`src/rtl/multicycle_controller.sv`:
```
// Multicycle RISC-V sequencing FSM: per-cycle control steps, memory-ready handshake, retire counter.
// Optional MC_ILLEGAL_TRAP_EN: unknown opcodes in DECODE park the FSM in an absorbing ERROR state.
module multicycle_controller (
   input  logic        clk,
   input  logic        rst,
   input  logic [6:0]  op,
   input  logic [2:0]  funct3,
   input  logic        funct7b5,
   input  logic        Zero,
   input  logic        mem_ready,
   output logic        PCWrite,
   output logic        IRWrite,
   output logic        MemWrite,
   output logic        RegWrite,
   output logic        AdrSrc,
   output logic [1:0]  ALUSrcA,
   output logic [1:0]  ALUSrcB,
   output logic [1:0]  ResultSrc,
   output logic [1:0]  ImmSrc,
   output logic [2:0]  ALUControl,
   output logic        instr_done,
   output logic [31:0] instret,
   output logic [3:0]  state
);
   typedef enum logic [3:0] {
      FETCH = 4'd0, DECODE = 4'd1, MEMADR = 4'd2, MEMREAD = 4'd3, MEMWB = 4'd4, MEMWRITE = 4'd5,
      EXECR = 4'd6, EXECI = 4'd7, ALUWB = 4'd8, BEQ = 4'd9, JAL = 4'd10, ERROR = 4'd15
   } state_t;

   localparam logic [6:0] OP_LW  = 7'b0000011;
   localparam logic [6:0] OP_SW  = 7'b0100011;
   localparam logic [6:0] OP_R   = 7'b0110011;
   localparam logic [6:0] OP_I   = 7'b0010011;
   localparam logic [6:0] OP_BEQ = 7'b1100011;
   localparam logic [6:0] OP_JAL = 7'b1101111;

   localparam logic [2:0] ALU_ADD = 3'b000;
   localparam logic [2:0] ALU_SUB = 3'b001;
   localparam logic [2:0] ALU_AND = 3'b010;
   localparam logic [2:0] ALU_OR  = 3'b011;
   localparam logic [2:0] ALU_XOR = 3'b100;
   localparam logic [2:0] ALU_SLL = 3'b101;
   localparam logic [2:0] ALU_SRL = 3'b110;

   typedef struct packed {
      logic       adr;
      logic [1:0] src_a;
      logic [1:0] src_b;
      logic [1:0] res;
      logic [2:0] alu;
      logic       pc_write;
      logic       mem_write;
      logic       reg_write;
      logic       done;
   } ctl_t;

   state_t cur, nxt;
   ctl_t   ctl;

   function automatic logic [2:0] alu_dec(input logic [2:0] f3, input logic sub);
      case (f3)
         3'b000:  alu_dec = sub ? ALU_SUB : ALU_ADD;
         3'b100:  alu_dec = ALU_XOR;
         3'b110:  alu_dec = ALU_OR;
         3'b111:  alu_dec = ALU_AND;
         3'b001:  alu_dec = ALU_SLL;
         3'b101:  alu_dec = ALU_SRL;
         default: alu_dec = ALU_ADD;
      endcase
   endfunction

   // Unconditional (Moore) part of the controls for a state; the mem_ready/Zero
   // qualified enables are added combinationally below.
   function automatic ctl_t ctl_of(input state_t s, input logic [2:0] f3, input logic f7b5);
      ctl_t c;
      c = '0;
      case (s)
         FETCH:    begin c.src_b = 2'b10; c.res = 2'b10; end
         DECODE:   begin c.src_a = 2'b01; c.src_b = 2'b01; end
         MEMADR:   begin c.src_a = 2'b10; c.src_b = 2'b01; end
         MEMREAD:  c.adr = 1'b1;
         MEMWB:    begin c.res = 2'b01; c.reg_write = 1'b1; c.done = 1'b1; end
         MEMWRITE: begin c.adr = 1'b1; c.mem_write = 1'b1; end
         EXECR:    begin c.src_a = 2'b10; c.alu = alu_dec(f3, f7b5); end
         EXECI:    begin c.src_a = 2'b10; c.src_b = 2'b01; c.alu = alu_dec(f3, 1'b0); end
         ALUWB:    begin c.reg_write = 1'b1; c.done = 1'b1; end
         BEQ:      begin c.src_a = 2'b10; c.alu = ALU_SUB; c.done = 1'b1; end
         JAL:      begin c.src_a = 2'b01; c.src_b = 2'b10; c.pc_write = 1'b1; end
         default:  c = '0;
      endcase
      return c;
   endfunction

   always_comb begin
      nxt = cur;
      case (cur)
         FETCH:    if (mem_ready) nxt = DECODE;
         DECODE: begin
            case (op)
               OP_LW, OP_SW: nxt = MEMADR;
               OP_R:         nxt = EXECR;
               OP_I:         nxt = EXECI;
               OP_BEQ:       nxt = BEQ;
               OP_JAL:       nxt = JAL;
`ifdef MC_ILLEGAL_TRAP_EN
               default:      nxt = ERROR;
`else
               default:      nxt = FETCH;
`endif
            endcase
         end
         MEMADR:   nxt = (op == OP_LW) ? MEMREAD : MEMWRITE;
         MEMREAD:  if (mem_ready) nxt = MEMWB;
         MEMWRITE: if (mem_ready) nxt = FETCH;
         EXECR, EXECI, JAL: nxt = ALUWB;
         MEMWB, ALUWB, BEQ: nxt = FETCH;
         ERROR:    nxt = ERROR;
         default:  nxt = FETCH;
      endcase
   end

   // Controls are registered for the state being entered, so they are glitch-free
   // and reset asynchronously along with the state.
   always_ff @(posedge clk or negedge rst) begin
      if (!rst) begin
         cur     <= FETCH;
         ctl     <= ctl_of(FETCH, 3'b000, 1'b0);
         instret <= '0;
      end else begin
         cur <= nxt;
         ctl <= ctl_of(nxt, funct3, funct7b5);
         if (instr_done) instret <= instret + 32'd1;
      end
   end

   // FETCH is the reset state, so its handshake-qualified enables need an explicit reset gate.
   assign IRWrite    = rst && (cur == FETCH) && mem_ready;
   assign PCWrite    = ctl.pc_write || IRWrite || ((cur == BEQ) && Zero);
   assign MemWrite   = ctl.mem_write;
   assign RegWrite   = ctl.reg_write;
   assign instr_done = ctl.done || ((cur == MEMWRITE) && mem_ready);
   assign AdrSrc     = ctl.adr;
   assign ALUSrcA    = ctl.src_a;
   assign ALUSrcB    = ctl.src_b;
   assign ResultSrc  = ctl.res;
   assign ALUControl = ctl.alu;
   assign state      = cur;

   always_comb begin
      case (op)
         OP_SW:   ImmSrc = 2'b01;
         OP_BEQ:  ImmSrc = 2'b10;
         OP_JAL:  ImmSrc = 2'b11;
         default: ImmSrc = 2'b00;
      endcase
   end
endmodule

```
`config.mk`:
```
export PLATFORM = sky130hd
export DESIGN_NAME = multicycle_controller
export DESIGN_NICKNAME = d
export VERILOG_FILES = /design/src/rtl/multicycle_controller.sv
export SDC_FILE = /design/constraint.sdc
export NUM_CORES = 1
export LEC_CHECK = 0
export ABC_CLOCK_PERIOD_IN_PS = 2220
export CORE_ASPECT_RATIO = 1.25
export CORE_UTILIZATION = 40
export DETAILED_ROUTE_END_ITERATION = 6
export PLACE_DENSITY = 0.72
export RECOVER_POWER = 25
export SLEW_MARGIN = 5
export SYNTH_ARGS = -nofsm -noshare
export SYNTH_HDL_FRONTEND = slang
export SYNTH_SLANG_ARGS = --single-unit
```
`constraint.sdc`:
```
create_clock -name clk -period 2.22 [get_ports clk]
set_input_delay 0.444 -clock clk [delete_from_list [all_inputs] [get_ports clk]]
set_output_delay 0.444 -clock clk [all_outputs]
set_load 0.005 [all_outputs]
```
# Word level (Yosys, flattened, before mapping)
# Cells that the tools add are included.
# totals
regBits	50
inputBits	15
# classes
n_addsub	1
eq_ne	30
mux	19
reduce_logical	19
# op_table
op	n
$add 32x1->32 const B	1
$eq 4x3->1 const B	7
$pmux 4 s7	1
$eq 4x4->1 const B	6
$pmux 4 s5	1
$pmux 3 s6	1
$eq 4x2->1 const B	4
$pmux 3 s5	1
$eq 7x6->1 const B	2
$eq 7x7->1 const B	2
$eq 3x3->1 const B	4
$mux 4	3
$pmux 2 s2	3
$reduce_or 2->1	5
$pmux 3 s3	1
$reduce_or 3->1	3
$eq 4x1->1 const B	2
$logic_not 4->1	2
$eq 7x2->1 const B	1
$eq 7x5->1 const B	1
$mux 1	6
$pmux 2 s3	1
$logic_and 1x1->1	4
$reduce_or 4->1	1
4 further kinds	6

# Logic depth before layout (Yosys ltp)
# Gate-level depths: netlist of the first run.
# logic_depth
ltp_word	7
mapped_depth	7
ltp_nobuf	6

# Worst setup path before layout of the first run
# Ideal clock, no wire load.
# synth_path
path_type	register -> register
start	register cur[0] (netlist: state[0])
end	register ctl (netlist bit ALUSrcB[0])
setup_ps	138
arrival_ps	1920
setup_slack_ps	162
stages_incl_launch_ff	7
path_buffers	1
period_less_slack_ps	2058
path_cell_list	dfrtp_1 buf_4 or4b_4 or4b_4 nand3_4 or2_1 o221ai_1
# synth_via
elab_chain_len	6
elab_cells_between_ends	22
# synth_rtl
element	line_no	text
from (decl)	57	state_t cur, nxt;
from (signal assigned)	130	cur <= nxt;
$eq 4x3->1 or $eq 4x4->1 (tied branches)	96	case (cur)
$reduce_or 3->1	96	
$pmux 4 s7 *	96	
via nxt[2]	57	
$eq 4x3->1 (tied with other cells)	77	case (s)
$reduce_or 3->1 (no line) or $reduce_or 2->1 (tied branches)	n/a	
$pmux 2 s2 *	77	
to (signal assigned)	127	ctl <= ctl_of(FETCH, 3'b000, 1'b0);
to (signal assigned)	131	ctl <= ctl_of(nxt, funct3, funct7b5);
to (decl)	58	ctl_t ctl;
# The timed path passes the listed nets; every way through them passes the cells marked *.
# A chain may end at the register's enable or synchronous reset.

# Final worst setup path of the first run
# layout_path
start	register cur[2] (netlist: state[2])
end	register ctl (netlist bit ALUSrcB[0])
# Same word-level chain as after synthesis.

==> summary.txt, run 1 <==
Logic synthesis
  – Sequential area share after synthesis: 0.497
  – Most frequent cell after synthesis: dfrtp_1
  – Most area-hungry cell type in the Yosys netlist: dfrtp_1
  – Seq cells post-synth: 50
  – Synth Flop Type: dfrtp_1
  – Ys Warns: 0
  – Number of synthesized flops with an enable pin: 0
  – Syn_area_per_cell: 10.6 µm²
  – Syn Inst Count: about 240
  – Fraction of registers with async set or reset after synthesis: 1.00
  – Net Count, Synth: between 200 and 300
  – Count of different cell masters after synthesis: just under 50
  – Largest cells by area after synthesis: dfrtp_1, xnor2_1, nand2_1
  – Post-synth top cells: dfrtp_1, xnor2_1, nand2_1, nor2_1, nand3_1
  – Mapped Area: roughly 2500 µm²
  – Yosys top cell area share: 0.476

CTS
  – Clock Latency Late Sink: approximately 300 ps
  – Clk buf depth: 2
  – Clock Sinks: 50
  – CTS tree: built
  – CTS Buf Count: 5
  – Clock root cell: clkbuf_8
  – Clk pin slew, worst setup/hold paths: roughly 100 ps
  – Hold Buf Count CTS: 0
  – H-tree Lvls: 2

Place
  – Dpl cell area: ~3500 µm²
  – GPL Wtd Cong: 0.768
  – Pre-CTS setup slack: -419 ps
  – Placed cell count: 410
  – Number of I/O port buffers: 67
  – Final HPWL DP: slightly above 4000 µm

Route
  – Vias post-DR: around 2,100
  – DR iter-0 viols: 170
  – ANT nets after route: 0
  – Per-cell routed wire length: 13.3 µm
  – Drt pass-1 iters: 4
  – WL final: 5700 µm
  – Routed vias/inst: around 5
  – Post-route DRC violation count: 0

GRT
  – GRT Residual Overflow: 0
  – Initial antenna violation count: 0
  – GRT Total Usage: 0.180
  – Global-route wire length before repair: 9250 µm
  – Number of global-route vias before repair: between 2,000 and 2,500
  – Largest net degree at the start of global routing: 51

Layout
  – Area delta synth->final: 46.6%
  – Fraction of layout cells with a size suffix above 1: 0.236
  – Ant. Diodes: 0
  – Layout Nets: between 300 and 400
  – Filler instances: 515
  – Fin area: about 3700 µm²
  – Final core utilization: 0.604
  – Post-Layout Cell Count: 428

Timing
  – Hold slack final: around 480 ps
  – Tmin final: between 2000 and 2500 ps
  – Fin. Hold Viols: 0
  – Max Freq: 456 MHz
  – Ratio of final minimum period to clock period: 0.988
  – Slew Viols, Final: 0
  – Least-Margin Pin Slew: roughly 1200 ps
  – Final setup margin: about 27 ps
  – Rel. slew slack: 0.193
  – Clock Skew: approximately 9 ps
  – RSZ-0062 raised after global routing: true
  – Final Setup Violations: 0

Critical path
  – CP arrival: ~2400 ps
  – Slowest CP cell: or4b_4
  – Crit path cell chain: buf_6, or4b_4, or4b_4, nand3_4, or2_4, o221ai_1
  – Crit-path max FO: 6
  – Worst path depth: 6
  – Max incr delay on CP: 560 ps
  – CP endpoint: ALUSrcB[0]
  – Critical path buffers and inverters: 1
  – Worst path required time: ~2400 ps
  – Reg2Reg Setup Slack: approximately 27 ps
  – Worst r2r src: state[2]
  – Crit path launch type: register
  – Crit. Startpoint: state[2]
  – Most common cell on crit path: or4b_4
  – Worst setup EP type: register
  – CP Class: reg2reg
  – R2r endpoint: ALUSrcB[0]
  – Delay-heaviest family, CP: simple AND/OR/NAND/NOR gates
  – R2R depth: 6

Floorplan
  – Core area: roughly 6100 µm²
  – Row cnt: 32
  – I/O pins: 68
  – Starting density of the core: 0.412
  – Die Y: a little over 90 µm
  – Die area: 6630 µm²
  – DIE WIDTH: between 70 and 80 µm

Power
  – PwrDens: between 400 and 500 nW/µm²
  – Psw: 0.469 mW
  – Switching share of power: 0.259
  – Int Power: between 1 and 1.5 mW
  – Clock share of power: 0.296
  – Combinational power share: 0.159
  – Pleak: about 1.6 nW
  – Peak VDD IR: approximately 280 µV
  – Reg power frac: 0.545

Worst hold path
  – HP Class: reg2reg
  – Hold depth: 1

Run status
  – Outcome: complete, no violations

Flow run
  – Max-cap viol count: 0
registers in the layout, summed over array words and instances (netlist names):
signal / cells
instret: 32
state: 4
ALUControl: 3
ALUSrcA: 2
ALUSrcB: 2
ResultSrc: 2
ctl: 2
AdrSrc: 1
MemWrite: 1
RegWrite: 1
what timing repair did:
item                                    CTS  global route
gates cloned                              0             0
buffers inserted                          5             5
endpoints found under the setup margin   14             7
resized for setup                        35             8
pin swaps                                 9             9
hold endpoints to repair                  0             0
layout by cell type, fill, tap and decap left out, types with 3 or more instances in the layout:
| cell type | instances |
|---|---|
| a21oi_1 | 5 |
| dlygate4sd2_1 | 5 |
| inv_1 | 5 |
| and3_1 | 4 |
| nor2_1 | 14 |
| clkdlybuf4s50_1 | 56 |
| nand3_1 | 14 |
| xor2_1 | 6 |
| dfrtp_1 | 47 |
| o21ai_0 | 3 |
| xnor2_1 | 27 |
| nor3_1 | 5 |
| buf_6 | 5 |
| clkbuf_8 | 5 |
| buf_2 | 3 |
| or3_1 | 5 |
| buf_4 | 38 |
| nand2_1 | 24 |
| nand4_1 | 12 |
| and4_1 | 3 |
logic make-up (layout without fill, tap and decap cells):
family	after synthesis	in the layout	synth area share
and+or+nand+nor	110	110	0.260
adders and majority gates	1	1	0.00496
muxes	1	1	0.00397
xor gates and xnor gates	35	35	0.122
DFF	50	50	0.497
AOI/OAI and AO/OA	22	22	0.0670
buffers and inverters	20	124	0.0456
metrics by stage:
step                      TNS [ps]  power (mW)
after floorplan                  0        1.11
after global placement       -5220        1.27
after detailed placement     -5710        1.28
after CTS                        0        1.82
after global routing         -36.6        1.89
final                            0        1.81
power groups by stage:
stage	sequential, mW	combinational (mW)	clock [mW]
after floorplan	0.996	0.110	0
after global placement	1.00	0.271	0
after detailed placement	1.00	0.273	0
after CTS	0.986	0.286	0.549
after global routing	0.994	0.315	0.580
final	0.987	0.288	0.537
worst min path at each step:
stage,start,to,slack (ps)
finish,instret[31],instret[31],480
global route,instret[31],instret[31],500
CTS,rst,instret[16],290
detailed placement,instret[31],instret[31],460
global placement,instret[31],instret[31],460
floorplan,rst,ALUControl[0],150
worst reg2reg max path, stage by stage (launching register included):
cell	delay [ps]
dfrtp_1	450
buf_6	140
or4b_4	530
or4b_4	570
nand3_4	130
or2_4	150
o221ai_1	110
final cells by class:
class	instances	area, µm²	share of cell area
Timing Repair Buffer	111	992	0.268
Inverter	5	18.8	0.00508
Sequential cell	50	1250	0.339
Clock buffer	5	68.8	0.0186
Multi-Input combinational cell	169	1230	0.333
Tap cell	85	106	0.0288
Clock inverter	3	23.8	0.00643
routing by layer:
metal / GRT usage / routed length, µm / part of all wire
met2: 0.314 / 3010 / 0.53
met3: 0.0290 / 216 / 0.038
met1: 0.212 / 2390 / 0.42
met4: 0.0784 / 81 / 0.014
met5: 0 / 0 / 0
Note: power is estimated with default switching activity, not from simulation.
==> run 2, diff against run 1 <==
--- a/config.mk
+++ b/config.mk
@@ -11,6 +11,7 @@
 export DETAILED_ROUTE_END_ITERATION = 6
 export PLACE_DENSITY = 0.72
 export RECOVER_POWER = 25
+export SKIP_CTS_REPAIR_TIMING = 1
 export SLEW_MARGIN = 5
 export SYNTH_ARGS = -nofsm -noshare
 export SYNTH_HDL_FRONTEND = slang
==> summary.txt, run 2 (synthesized netlist as in run 1, its figures left out) <==
Place
  – Pre-CTS setup slack: -419 ps
  – Number of I/O port buffers: 67
  – Placed cell count: 410
  – Final HPWL DP: slightly above 4000 µm
  – GPL Wtd Cong: around 0.77

Critical path
  – Crit-path max FO: 3
  – Worst path required time: 1780 ps
  – R2r endpoint: ctl[0]
  – CP Class: in2out
  – CP arrival: 1720 ps
  – Worst setup EP type: output pin
  – Worst r2r src: state[1]
  – R2R depth: 5
  – Crit path launch type: input port
  – Reg2Reg Setup Slack: ~130 ps

CTS
  – Clock Sinks: 50
  – Clk pin slew, worst setup/hold paths: roughly 100 ps
  – Clock Latency Late Sink: 310 ps
  – CTS tree: built
  – Clk buf depth: 2
  – CTS Buf Count: 5
  – Clock root cell: clkbuf_8
  – H-tree Lvls: 2

Layout
  – Ant. Diodes: 0
  – Fraction of layout cells with a size suffix above 1: 0.217
  – Area delta synth->final: 47.3%
  – Post-Layout Cell Count: ~430
  – Register Area: ~1300 µm²
  – Multi-input gate area in the final layout: 1220 µm²
  – Most frequent cells in the layout: clkdlybuf4s50_1, dfrtp_1, buf_4
  – Number of flip-flops in the largest register: 32
  – Largest register by flop count: instret
  – Filler instances: just over 500
  – Commonest non-fill, non-tap cell in the layout: clkdlybuf4s50_1
  – Layout Nets: ~360

Timing
  – Fin. Hold Viols: 0
  – Final setup margin: a little over 50 ps
  – Hold slack final: between 400 and 500 ps
  – Fin Setup TNS: 0 ps
  – Ratio of final minimum period to clock period: 0.977
  – Rel. slew slack: 0.194
  – Least-Margin Pin Slew: 1210 ps
  – Clock Skew: 8.88 ps
  – RSZ-0062 raised after global routing: true
  – Final Setup Violations: 0
  – Slew Viols, Final: 0
  – Tmin final: about 2200 ps
  – Max Freq: between 400 and 500 MHz

Floorplan
  – Row cnt: 32
  – Core area: slightly above 6000 µm²
  – Die area: 6630 µm²
  – Die Y: between 90 and 100 µm
  – I/O pins: 68
  – DIE WIDTH: about 73 µm
  – Starting density of the core: 0.412

Route
  – ANT nets after route: 0
  – Per-cell routed wire length: ~13 µm
  – WL final: 5630 µm
  – DR iter-0 viols: 170
  – Drt pass-1 iters: 4
  – Vias post-DR: roughly 2,100
  – Post-route DRC violation count: 0
  – Routed vias/inst: around 5.0

Power
  – Pleak: between 1.5 and 2 nW
  – PwrDens: about 500 nW/µm²
  – Total Power: roughly 1.8 mW
  – Peak VDD IR: around 290 µV

Flow run
  – Max-cap viol count: 0

Worst hold path
  – HP Class: reg2reg
  – HP Start: instret[31]
  – Hold Crit Endpoint: instret[31]
  – Hold depth: 1

GRT
  – Largest net degree at the start of global routing: slightly above 50
  – Number of global-route vias before repair: approximately 2,000
  – Global-route wire length before repair: about 9000 µm
  – GRT Residual Overflow: 0
  – GRT Total Usage: 0.177
  – Initial antenna violation count: 0

Run status
  – Outcome: complete, no violations
-- run 2: cell types whose count changed in the layout (fill, tap and decap cells not counted), moves of 2 or more --
| cell | change |
|---|---|
| buf_2 | -3 |
| xnor2_2 | -2 |
| buf_4 | -3 |
| xnor2_1 | +2 |
| clkdlybuf4s50_1 | +3 |
| dlygate4sd2_1 | -5 |
| dlymetal6s2s_1 | +6 |
-- run 2: per-layer routing --
layer | global-route usage | part of all wire | up-vias
li1 | - | - | 1034
met1 | 0.210 | 0.42 | 1018
met2 | 0.306 | 0.52 | 70
met3 | 0.0290 | 0.045 | 8
met4 | 0.0784 | 0.014 | 0
met5 | 0 | 0 | -
-- run 2: where the power goes --
part,leakage (nW),total [mW],internal (mW),switching (mW)
clock network,0.0408,0.537,0.226,0.312
logic,0.977,0.293,0.173,0.120
registers,0.683,0.987,0.949,0.0385
-- run 2: area by class of cell --
| cell class | instances | area share |
|---|---|---|
| Timing Repair Buffer | 109 | 0.276 |
| Clock buffer | 5 | 0.0185 |
| Inverter | 5 | 0.00505 |
| Multi-Input combinational cell | 169 | 0.328 |
| Sequential cell | 50 | 0.338 |
| Clock inverter | 3 | 0.00640 |
| Tap cell | 85 | 0.0286 |
-- run 2: metrics by stage --
step | utilization | area [µm²]
floorplan | - | 2520
global placement | 0.564 | 3450
detailed placement | 0.564 | 3450
CTS | 0.579 | 3550
global route | 0.607 | 3720
finish | 0.607 | 3720
-- run 2: worst max path at each step --
stage	start	end	slack, ps	cells after the start
after floorplan	state[0]	ALUSrcB[0]	160	6
after global placement	op[3]	ImmSrc[0]	-390	4
after detailed placement	op[3]	ALUSrcB[0]	-420	7
after CTS	op[3]	ImmSrc[0]	-430	4
after global routing	mem_ready	IRWrite	-7	6
final	mem_ready	instr_done	50	5
-- run 2: critical path, cell delays in order --
cell and delay [ps]:
clkdlybuf4s50_1 490, buf_6 120, a31oi_4 90, inv_1 80, clkdlybuf4s50_1 490
==> run 3, diff against run 2 <==
--- a/config.mk
+++ b/config.mk
@@ -8,8 +8,10 @@
 export ABC_CLOCK_PERIOD_IN_PS = 2220
 export CORE_ASPECT_RATIO = 1.25
 export CORE_UTILIZATION = 40
+export CTS_BUF_LIST = sky130_fd_sc_hd__clkbuf_2 sky130_fd_sc_hd__clkbuf_4 sky130_fd_sc_hd__clkbuf_8
 export DETAILED_ROUTE_END_ITERATION = 6
-export PLACE_DENSITY = 0.72
+export DONT_BUFFER_PORTS = 1
+export PLACE_DENSITY = 0.58
 export RECOVER_POWER = 25
 export SKIP_CTS_REPAIR_TIMING = 1
 export SLEW_MARGIN = 5
==> summary.txt, run 3 (synthesized netlist as in run 1, its figures left out) <==
CTS
  – Clk pin slew, worst setup/hold paths: ~90 ps
  – Clock root cell: clkbuf_8
  – CTS Buf Count: 5
  – CTS tree: built
  – Clock Latency Late Sink: ~290 ps
  – Clock Sinks: 50
  – Clk buf depth: 2
  – H-tree Lvls: 2

Floorplan
  – DIE WIDTH: between 70 and 80 µm
  – Starting density of the core: 0.412
  – Row cnt: 32
  – Die area: between 6000 and 7000 µm²
  – I/O pins: between 60 and 70
  – Core area: 6130 µm²
  – Die Y: a little over 90 µm

Timing
  – Ratio of final minimum period to clock period: 0.959
  – Rel. slew slack: 0.182
  – Least-Margin Pin Slew: approximately 1200 ps
  – Hold slack final: between 200 and 250 ps
  – Clock Skew: 2.93 ps
  – Fin. Hold Viols: 0
  – Slew Viols, Final: 0
  – Max Freq: about 470 MHz
  – Final Setup Violations: 0
  – Tmin final: ~2100 ps
  – Fin Setup TNS: 0 ps

Critical path
  – R2R depth: 5
  – Worst setup EP type: output pin
  – Worst r2r src: state[1]
  – CP endpoint: PCWrite
  – CP Class: reg2out
  – Reg2Reg Setup Slack: about 140 ps
  – Worst path required time: 1780 ps
  – R2r endpoint: ctl[0]
  – Crit path launch type: register
  – CP arrival: between 1500 and 2000 ps
  – Crit-path max FO: 13
  – Crit. Startpoint: state[3]

GRT
  – GRT Residual Overflow: 0
  – Largest net degree at the start of global routing: 52
  – Global-route wire length before repair: 8230 µm
  – GRT Total Usage: 0.161
  – Number of global-route vias before repair: roughly 1,600
  – Initial antenna violation count: 1

Layout
  – Fraction of layout cells with a size suffix above 1: 0.156
  – Area delta synth->final: 9.52%
  – Most frequent cells in the layout: dfrtp_1, xnor2_1, nand2_1
  – Largest register by flop count: instret
  – Commonest non-fill, non-tap cell in the layout: dfrtp_1
  – Layout Nets: 259
  – Number of flip-flops in the largest register: 32

Power
  – Peak VDD IR: 271 µV
  – Pleak: roughly 1.2 nW
  – PwrDens: roughly 650 nW/µm²

Route
  – DR iter-0 viols: 75
  – ANT nets after route: 0
  – Vias post-DR: about 1,800
  – Post-route DRC violation count: 0
  – Drt pass-1 iters: 5
  – Per-cell routed wire length: approximately 16 µm
  – Routed vias/inst: roughly 5.3
  – WL final: 5220 µm

Worst hold path
  – HP Class: in2reg

Place
  – Number of I/O port buffers: 0
  – Final HPWL DP: 3820 µm
  – GPL Wtd Cong: between 0.7 and 0.8

Flow run
  – Max-cap viol count: 0

Run status
  – Outcome: complete, no violations
[run 3: worst min-delay path by stage]
stage / from / end / depth (start not counted)
after floorplan: rst / ALUControl[0] / 0
after global placement: rst / instret[4] / 0
final: funct3[1] / ALUControl[2] / 1
after global routing: funct3[1] / ALUControl[2] / 1
after CTS: rst / instret[1] / 0
after detailed placement: rst / instret[3] / 0
[run 3: metrics by stage]
stage	utilization	area, µm²	std cells	setup slack, ps	power [mW]
after floorplan	-	2520	239	162	1.11
after global placement	0.426	2610	319	129	1.13
after detailed placement	0.426	2610	319	95.5	1.13
after CTS	0.444	2720	327	-69.0	1.79
after global routing	0.451	2760	330	-8.46	1.88
final	0.451	2760	330	91.8	1.79
[run 3: final cells by class]
class / instances / area (µm²)
multi-input cells: 169 / 1180
flip-flops and latches: 50 / 1250
repair buffers: 12 / 90.1
clock buffers: 7 / 83.8
fillers: 604 / 3360
clock inverters: 1 / 30.0
well taps: 85 / 106
inverters: 5 / 18.8
diodes: 1 / 2.50
[run 3: routing by layer]
layer | share of wire | GRT usage | up-vias | wire, µm
li1 | - | - | 840 | -
met1 | 0.39 | 0.187 | 858 | 2060
met2 | 0.53 | 0.272 | 50 | 2770
met3 | 0.064 | 0.0513 | 4 | 332
met4 | 0.011 | 0.0539 | 0 | 59
met5 | 0 | 0 | - | 0
[run 3: report_power, final]
group | switching (mW) | leakage [nW] | internal, mW | total [mW]
Clock | 0.291 | 0.0593 | 0.362 | 0.654
Combinational | 0.0829 | 0.481 | 0.0630 | 0.146
Sequential | 0.0415 | 0.684 | 0.949 | 0.990
[run 3: critical path, stage by stage (launching register included)]
cell and delay [ps]:
dfrtp_1 380, buf_4 180, nor2_2 130, nand2_1 80, or3_4 370, nor2_4 100, or3_4 140
